===== config.mk =====
export PLATFORM = sky130hd
export DESIGN_NAME = key_entry_ctrl_flat
export DESIGN_NICKNAME = d
export VERILOG_FILES = /design/src/rtl/key_entry_ctrl_if.sv /design/src/rtl/key_entry_ctrl.sv /design/src/flat_wrapper.sv
export SDC_FILE = /design/constraint.sdc
export NUM_CORES = 1
export LEC_CHECK = 0
export CAP_MARGIN = 40
export CORE_MARGIN = 5
export CORE_UTILIZATION = 45
export DETAILED_ROUTE_END_ITERATION = 10
export PLACE_DENSITY = 0.74
export RECOVER_POWER = 50
export SYNTH_ARGS = -nofsm -noshare
export SYNTH_HDL_FRONTEND = slang
export SYNTH_SLANG_ARGS = --single-unit

===== constraint.sdc =====
create_clock -name clk_slow -period 2.3 [get_ports clk_slow]
set_input_delay 0.345 -clock clk_slow [delete_from_list [all_inputs] [get_ports clk_slow]]
set_output_delay 0.345 -clock clk_slow [all_outputs]
set_load 0.02 [all_outputs]

===== src/rtl/key_entry_ctrl_if.sv =====
// Keypad-to-datapath bundle: scanner key inputs, expression handshake, display.
// Pure wiring; no latency of its own.
// calc_valid/calc_ready handshake; the key inputs cannot be stalled.
interface key_entry_ctrl_if #(
    parameter int DIGITS = 4
);
    logic                  key_en;
    logic [3:0]            key_value;
    logic                  calc_valid;
    logic                  calc_ready;
    logic [1:0]            calc_op;
    logic [4*DIGITS-1:0]   calc_a;
    logic [4*DIGITS-1:0]   calc_b;
    logic [4*DIGITS-1:0]   disp_bcd;
    logic                  disp_sel;
    logic                  key_drop;
    logic                  timeout;

    // master: scanner + datapath side; slave: the entry controller
    modport master (
        output key_en, key_value, calc_ready,
        input  calc_valid, calc_op, calc_a, calc_b, disp_bcd, disp_sel, key_drop, timeout
    );

    modport slave (
        input  key_en, key_value, calc_ready,
        output calc_valid, calc_op, calc_a, calc_b, disp_bcd, disp_sel, key_drop, timeout
    );
endinterface


===== src/rtl/key_entry_ctrl.sv =====
// Keypad entry sequencer: edge-detects presses, builds BCD operands A/B and operator.
// A press updates state one cycle later; key_drop/timeout are one-cycle pulses.
// Holds calc_valid until calc_ready; presses while waiting are dropped. Idle timer: KEY_ENTRY_TIMEOUT_EN.
module key_entry_ctrl #(
    parameter int DIGITS  = 4,
    parameter int TIMEOUT = 1000
) (
    input  logic            clk_slow,
    input  logic            rst,
    key_entry_ctrl_if.slave bus
);
    localparam int W  = 4 * DIGITS;
    localparam int NW = $clog2(DIGITS + 1);
    localparam logic [NW-1:0] NMAX = NW'(DIGITS);

    typedef logic [$clog2(TIMEOUT + 1)-1:0] cnt_t;

    typedef enum logic [1:0] {
        ENTER_A = 2'd0,
        ENTER_B = 2'd1,
        OUTPUT  = 2'd2
    } state_t;

    state_t          state_q, state_d;
    logic            en_q;
    logic [W-1:0]    a_q, a_d, b_q, b_d;
    logic [NW-1:0]   na_q, na_d, nb_q, nb_d;
    logic [1:0]      op_q, op_d;
    logic            drop_q, drop_d;

    logic            press;
    logic            is_digit, is_op, is_enter, is_del, is_zero;
    logic [1:0]      op_code;
    logic [W-1:0]    digit_ext;
    logic            expire;

    assign press     = bus.key_en & ~en_q;
    assign is_digit  = (bus.key_value <= 4'd9);
    assign is_enter  = (bus.key_value == 4'd13);
    assign is_del    = (bus.key_value == 4'd14);
    assign is_op     = ~is_digit & ~is_enter & ~is_del;
    assign is_zero   = (bus.key_value == 4'd0);
    assign digit_ext = W'(bus.key_value);

    // 10..12 map to 00..10 directly; 15 ('/') is the odd one out
    always_comb begin
        op_code = 2'b11;
        case (bus.key_value)
            4'd10:   op_code = 2'b00;
            4'd11:   op_code = 2'b01;
            4'd12:   op_code = 2'b10;
            default: op_code = 2'b11;
        endcase
    end

    always_comb begin
        state_d = state_q;
        a_d     = a_q;
        b_d     = b_q;
        na_d    = na_q;
        nb_d    = nb_q;
        op_d    = op_q;
        drop_d  = 1'b0;

        case (state_q)
            ENTER_A: begin
                if (press) begin
                    if (is_digit) begin
                        if (na_q == NMAX) begin
                            drop_d = 1'b1;
                        end else if (!(na_q == '0 && is_zero)) begin
                            a_d  = (a_q << 4) | digit_ext;
                            na_d = na_q + NW'(1);
                        end
                    end else if (is_del) begin
                        if (na_q != '0) begin
                            a_d  = a_q >> 4;
                            na_d = na_q - NW'(1);
                        end
                    end else if (is_op) begin
                        op_d    = op_code;
                        state_d = ENTER_B;
                    end
                end
            end

            ENTER_B: begin
                if (press) begin
                    if (is_digit) begin
                        if (nb_q == NMAX) begin
                            drop_d = 1'b1;
                        end else if (!(nb_q == '0 && is_zero)) begin
                            b_d  = (b_q << 4) | digit_ext;
                            nb_d = nb_q + NW'(1);
                        end
                    end else if (is_del) begin
                        if (nb_q != '0) begin
                            b_d  = b_q >> 4;
                            nb_d = nb_q - NW'(1);
                        end else begin
                            // empty B: backspace over the operator, A survives untouched
                            op_d    = 2'b00;
                            state_d = ENTER_A;
                        end
                    end else if (is_enter) begin
                        if (nb_q != '0) begin
                            state_d = OUTPUT;
                        end
                    end else if (nb_q == '0) begin
                        op_d = op_code;
                    end
                end
            end

            OUTPUT: begin
                if (press) begin
                    drop_d = 1'b1;
                end
                if (bus.calc_ready) begin
                    a_d     = '0;
                    b_d     = '0;
                    na_d    = '0;
                    nb_d    = '0;
                    state_d = ENTER_A;
                end
            end

            default: begin
                state_d = ENTER_A;
            end
        endcase

        if (expire) begin
            a_d     = '0;
            b_d     = '0;
            na_d    = '0;
            nb_d    = '0;
            state_d = ENTER_A;
        end
    end

    always_ff @(posedge clk_slow) begin
        if (rst) begin
            state_q <= ENTER_A;
            en_q    <= 1'b1;
            a_q     <= '0;
            b_q     <= '0;
            na_q    <= '0;
            nb_q    <= '0;
            op_q    <= 2'b00;
            drop_q  <= 1'b0;
        end else begin
            state_q <= state_d;
            en_q    <= bus.key_en;
            a_q     <= a_d;
            b_q     <= b_d;
            na_q    <= na_d;
            nb_q    <= nb_d;
            op_q    <= op_d;
            drop_q  <= drop_d;
        end
    end

`ifdef KEY_ENTRY_TIMEOUT_EN
    cnt_t  cnt_q, cnt_d;
    logic  counting;
    logic  tmo_q;

    assign counting = (state_q == ENTER_A && na_q != '0) || (state_q == ENTER_B);
    // fires on the edge where the count steps onto TIMEOUT-1; a press in that cycle wins
    assign expire   = counting && !press && ((int'(cnt_q) + 1) == (TIMEOUT - 1));

    always_comb begin
        cnt_d = cnt_q;
        if (press || expire || (state_d == ENTER_A && state_q != ENTER_A)) begin
            cnt_d = '0;
        end else if (counting) begin
            cnt_d = cnt_q + cnt_t'(1);
        end
    end

    always_ff @(posedge clk_slow) begin
        if (rst) begin
            cnt_q <= '0;
            tmo_q <= 1'b0;
        end else begin
            cnt_q <= cnt_d;
            tmo_q <= expire;
        end
    end

    assign bus.timeout = tmo_q;
`else
    assign expire      = 1'b0;
    assign bus.timeout = 1'b0;
`endif

    assign bus.calc_valid = (state_q == OUTPUT);
    assign bus.calc_op    = op_q;
    assign bus.calc_a     = a_q;
    assign bus.calc_b     = b_q;
    assign bus.disp_bcd   = (state_q == ENTER_A) ? a_q : b_q;
    assign bus.disp_sel   = (state_q != ENTER_A);
    assign bus.key_drop   = drop_q;

endmodule


===== src/flat_wrapper.sv =====
// flat-port wrapper written by rule: the top's interface ports become plain ports
module key_entry_ctrl_flat 
#(
    parameter int DIGITS  = 4,
    parameter int TIMEOUT = 1000
)
  (clk_slow, rst, bus_key_en, bus_key_value, bus_calc_ready, bus_calc_valid, bus_calc_op, bus_calc_a, bus_calc_b, bus_disp_bcd, bus_disp_sel, bus_key_drop, bus_timeout);
  key_entry_ctrl_if #(.DIGITS(DIGITS)) bus_i ();
  input  logic clk_slow;
  input  logic rst;
  input wire logic [$bits(bus_i.key_en)-1:0] bus_key_en;
  input wire logic [$bits(bus_i.key_value)-1:0] bus_key_value;
  input wire logic [$bits(bus_i.calc_ready)-1:0] bus_calc_ready;
  output wire logic [$bits(bus_i.calc_valid)-1:0] bus_calc_valid;
  output wire logic [$bits(bus_i.calc_op)-1:0] bus_calc_op;
  output wire logic [$bits(bus_i.calc_a)-1:0] bus_calc_a;
  output wire logic [$bits(bus_i.calc_b)-1:0] bus_calc_b;
  output wire logic [$bits(bus_i.disp_bcd)-1:0] bus_disp_bcd;
  output wire logic [$bits(bus_i.disp_sel)-1:0] bus_disp_sel;
  output wire logic [$bits(bus_i.key_drop)-1:0] bus_key_drop;
  output wire logic [$bits(bus_i.timeout)-1:0] bus_timeout;
  assign bus_i.key_en = bus_key_en;
  assign bus_i.key_value = bus_key_value;
  assign bus_i.calc_ready = bus_calc_ready;
  assign bus_calc_valid = bus_i.calc_valid;
  assign bus_calc_op = bus_i.calc_op;
  assign bus_calc_a = bus_i.calc_a;
  assign bus_calc_b = bus_i.calc_b;
  assign bus_disp_bcd = bus_i.disp_bcd;
  assign bus_disp_sel = bus_i.disp_sel;
  assign bus_key_drop = bus_i.key_drop;
  assign bus_timeout = bus_i.timeout;
  key_entry_ctrl #(.DIGITS(DIGITS), .TIMEOUT(TIMEOUT)) u_core (.clk_slow(clk_slow), .rst(rst), .bus(bus_i));
endmodule

### Word-level counts from Yosys, hierarchy flattened

Index checks and enable logic that the tools add are counted.

* bits in registers: 44
* bits of input ports: 8
* output and inout port bits: 54
* logic and storage cells: 129

* $add $sub $neg: 4
* order comparisons: 1
* equality and inequality tests: 29
* mux-type cells: 62
* bitwise operators: 9
* reduce and logical (&&, ||, !) cells: 16

Operator list (number)
* $mux W16: 14
* $pmux W16 S2: 2
* $mux W2: 20
* $mux W3: 13
* $or A16 B4 Y16: 2
* $ne A3 B1 Y1 const B: 7
* $eq A4 B4 Y1 const B: 5
* $reduce_and A10 Y1: 2
* $ne A3 B3 Y1 const B: 6
* $reduce_and A7 Y1: 2
* $pmux W2 S3: 2
* $pmux W3 S2: 2
* $ne A2 B2 Y1 const B: 4
* $reduce_bool A2 Y1: 4
* $mux W1: 7
* $add A3 B1 Y3 const B: 2
* $eq A3 B3 Y1 const B: 2
* $logic_not A3 Y1: 2
* $ne A2 B1 Y1 const B: 3
* $reduce_bool A3 Y1: 2
* $sub A3 B1 Y3 const B: 2
* $le A4 B4 Y1 const B: 1
* $logic_not A4 Y1: 1
* $not A1 Y1: 4
* 7 further kinds: 10

### Longest topological paths before layout

* depth in word-level cells: 9
* mapped depth: 9
* mapped depth without buffers: 7

### Worst setup path after synthesis

Ideal clock, no wire load.

* path kind: in2reg
* from: in bus_key_value[1]
* to: reg u_core.na_q[1]
* library setup time: 0.070 ns
* data arrival time: 2.057 ns
* required time: 2.230 ns
* setup slack: 0.172 ns
* cell stages on the path: 7
* buffers on the path: 2
* cells stage by stage: buf_2 -> o21a_1 -> inv_2 -> clkbuf_1 -> fa_1 -> or3_1 -> a21oi_1

* word-level cells in the longest chain between the ends: 4
* elaborated cells on any way between the ends: 12
* those cells by class: order compare: 1; eq/ne: 5; mux: 3; reduce/logical: 3

Ends and longest elaborated chain
* from (decl): line flat_wrapper.sv:12 `input wire logic [$bits(bus_i.key_value)-1:0] bus_key_value;`
* $le A4 B4 Y1 / $logic_not A4 Y1 (equally long branches): line key_entry_ctrl.sv:38, key_entry_ctrl.sv:42
* $mux W3 / $logic_and A1 B1 Y1 (equally long branches): line key_entry_ctrl.sv:68, key_entry_ctrl.sv:71
* $mux W3 / $ne A3 B3 Y1 (equally long branches)
* $pmux W3 S2 / $reduce_and A7 Y1 (equally long branches)
* to (signal assigned): line key_entry_ctrl.sv:157 `na_q <= na_d;`
* to (decl): line key_entry_ctrl.sv:27 `logic [NW-1:0] na_q, na_d, nb_q, nb_d;`

Parallel ways exist; a longest one is shown, timed or not. The select of a mux whose other input is x is not followed.
A chain may end at the register's enable or synchronous reset.

### Final worst setup path

* from: reg u_core.state_q[0]
* to: out bus_disp_bcd[6]

* word-level cells in the longest chain between the ends: 2

Ends and longest elaborated chain
* from (decl): line key_entry_ctrl.sv:24 `state_t state_q, state_d;`
* from (signal assigned): line key_entry_ctrl.sv:153 `state_q <= state_d;`
* $logic_not A2 Y1: line key_entry_ctrl.sv:202 `assign bus.disp_bcd = (state_q == ENTER_A) ? a_q : b_q;`
* $mux W16: line key_entry_ctrl.sv:202
* to (decl): line flat_wrapper.sv:18 `output wire logic [$bits(bus_i.disp_bcd)-1:0] bus_disp_bcd;`

Every way passes these cells.

==> impl_metrics.ini <==
[power]
seqPwrFrac_pct = 48.1
p_per_area_nw_per_um2 = 470
p_leak_nw = 1.31
ir_worst_vdd_mv = 0.262
power_mw = 1.61
pwr-share-clk_pct = 40.3
p_sw_share_pct = 23.7
internal_power_mw = 1.23
combPwrFrac_pct = 11.7
p_switching_mw = 0.382

[place]
port_buffers = 60
place.gp.congestion = 0.805
dpl_cell_area_um2 = 3310
dp_cells = 453
place_hpwl_um = 4980
pre_cts_slack_ns = -0.0833

[setup_path]
rr_worst_depth = 7
arrival_ns = 1.85
worstReg2RegStart = u_core.state_q[1]
cp_cell_sequence = nor2_4, buf_4, mux2_2, clkdlybuf4s50_1
critical_path.top_delay_family = buffers and inverters
critical_path.max_stage_delay_ns = 0.54
endpoint_kind = output port
cp_max_fo = 4
timing.rr.end = u_core.bus.calc_a[13]
cp_data_required_time_ns = 1.96
slowest_stage = clkdlybuf4s50_1
reg2reg_slack_ns = 0.17
crit_path_start_kind = flip-flop
crit_buf_inv = 2
crit_type = reg -> out

[route]
wl_per_cell_um = 15.1
antenna_left = 0
first_pass_iters = 4
drcViolationCount = 0
vias = 2495
drt_wl_total_um = 6980
drt_iter0_drc = 214
via_per_inst = 5.41

[logic_synthesis]
yosys.area_share.simple_pct = 24.3
synth_edf_count = 0
synthMuxAreaShare_pct = 9.95
ys_types = 40
synth_xor_area_share_pct = 1.04
async_flop_share_pct = 0
synth_top_family_by_area = simple AND/OR/NAND/NOR gates
synthAdderAreaFrac_pct = 1.59
netlist.area_leader.share_pct = 35.0
avgSynthCellArea_um2 = 7.86
yosysWarnings = 0
syn_inst = 320
synthFlopType = dfxtp_1
ys_ff_latch = 44
synth_area_leaders = dfxtp_1 (35%), nand2_1 (12%), a21oi_1 (8.2%)
yosys.area.top_type = dfxtp_1
synth_compound_gate_area_share_pct = 21.4
seq_area_frac_synth_pct = 35.0
syn_nets = 330
synthesis.area_um2 = 2520

[global_route]
grt_overflow = 0
grt_usage_pct = 19.7
antenna_found_initial = 0
grt_start_max_net_pins = 38
first_global_vias = 2335
grt_pass1_wl_um = 11700

[clocking]
cts_sinks = 44
cts_setup_buffers = 0
clk_pin_slew_ns = 0.08
cts_hold_buffers = 0
clk_path_buf_depth = 2
cts_buffers = 5
h-tree-depth = 2
cts_root_buffer = clkbuf_8
cts_tree = done
insertion_delay_ns = 0.29

[cells_and_area]
post-route-util_pct = 62.8
final_cell_mix = nand2_1 (80), dfxtp_1 (44), a21oi_1 (41), dlygate4sd3_1 (38), buf_4 (25)
antenna_cells = 0
instances_no_fill = 461
drive_gt1_share_pct = 15.9
layout_commonest_cell = nand2_1
final_cell_area_um2 = 3440
fillerInstances = 499
finalNetCount = 398
syn2layout_area_growth_pct = 36.6

[timing]
max_freq_ghz = 0.455
skew_ns = 0.00899
fin_crit_ns = 2.20
drv_slew = 0
hold_violations = 0
fin_crit_sh_pct = 95.6
setup_slack_ns = 0.101
rsz0062_at_grt = no
timing.hold.ws_ns = 0.493
fin_setup_tns_ns = 0
setup_viol = 0
tightest_slew_ns = 0.499
slew_headroom_pct = 66.5

[die]
ioPinCount = 62
die_w_um = 84.8
rows = 27
core_area_um2 = 5470
start_util_pct = 46.0
fp.dieH_um = 84.8
dieArea_um2 = 7190

[min_path]
hold_end = u_core.bus.key_drop
whs_path_depth = 2
hold_class = reg -> reg
hp-start = u_core.en_q

[outcome]
status = complete, no violations

[flow_run]
maxCapViolations = 0
repair_timing:
item / in CTS / in global routing
gates resized for setup: 1 / 1
endpoints found under the setup margin: 16 / 9
endpoints found under the hold margin: 0 / 0
pin swaps: 0 / 0
worst register-to-register path, stage by stage, from the launching register on:
cell and delay [ns]:
dfxtp_1 0.34, buf_4 0.17, or3b_1 0.43, a21oi_1 0.23, o211ai_1 0.19, buf_12 0.21, or2_2 0.31, a21oi_1 0.17
synthesized netlist by cell type, types with 4 or more instances:
library cell  number
and2_1             4
clkbuf_1          15
mux2_2            16
nand2b_1           7
dfxtp_1           44
nand2_1           80
inv_1              5
o21ai_0            4
a211o_1           22
nor2_1            13
a21oi_1           41
mux2i_1            7
buf_2              8
or2_2              5
or3_1              4
per-layer routing:
metal / up-vias / GRT usage, % / routed length [um]
met4: 0 / 6.19 / 114
met1: 1172 / 26.2 / 3150
met5: - / 0 / 0
met2: 75 / 32.2 / 3380
li1: 1239 / - / -
met3: 9 / 3.93 / 340
power by group through the flow:
stage          sequential [mW]  clock [mW]  combinational, mW
2_1_floorplan            0.795           0              0.113
3_3_place_gp             0.793           0              0.186
3_5_place_dp             0.793           0              0.188
4_1_cts                  0.776       0.659              0.190
5_1_grt                  0.777       0.689              0.205
6_report                 0.776       0.650              0.188
flip-flops by register name, indices dropped and copies added (netlist names):
name	cells
u_core.bus.calc_op	2
u_core.bus.key_drop	1
u_core.state_q	2
u_core.bus.calc_a	16
u_core.bus.calc_b	16
u_core.nb_q	3
u_core.en_q	1
u_core.na_q	3
worst max-delay path by stage:
stage | from | endpoint | slack, ns | cells past startpoint
after floorplan | bus_key_value[1] | u_core.na_q[1] | 0.17 | 7
after global placement | bus_key_value[2] | u_core.bus.calc_b[6] | -0.03 | 9
after detailed placement | bus_key_value[3] | u_core.nb_q[2] | -0.08 | 7
after CTS | u_core.state_q[0] | bus_disp_bcd[1] | 0.01 | 4
after global routing | bus_key_value[2] | u_core.bus.calc_b[12] | 0.01 | 8
final | u_core.state_q[0] | bus_disp_bcd[6] | 0.10 | 4
kinds of logic (layout without fill, tap and decap cells):
kind of cell	count (synthesis)	in the layout
flops	44	44
buf+inv	34	103
compound gates	81	81
other cells	1	1
xor+xnor	3	3
mux	23	23
simple gates	132	132
fa+ha+maj	2	2
final cells by class:
class	instances	area [um^2]	area share [%]
clock buffer	7	96.3	2.80
clock inverter	1	30.0	0.874
multi-input combinational	242	1480	43.1
inverter	7	26.3	0.764
tap	72	90.1	2.62
timing repair buffer	88	832	24.2
sequential	44	881	25.6
No activity file was read; power rests on OpenSTA's default activity.
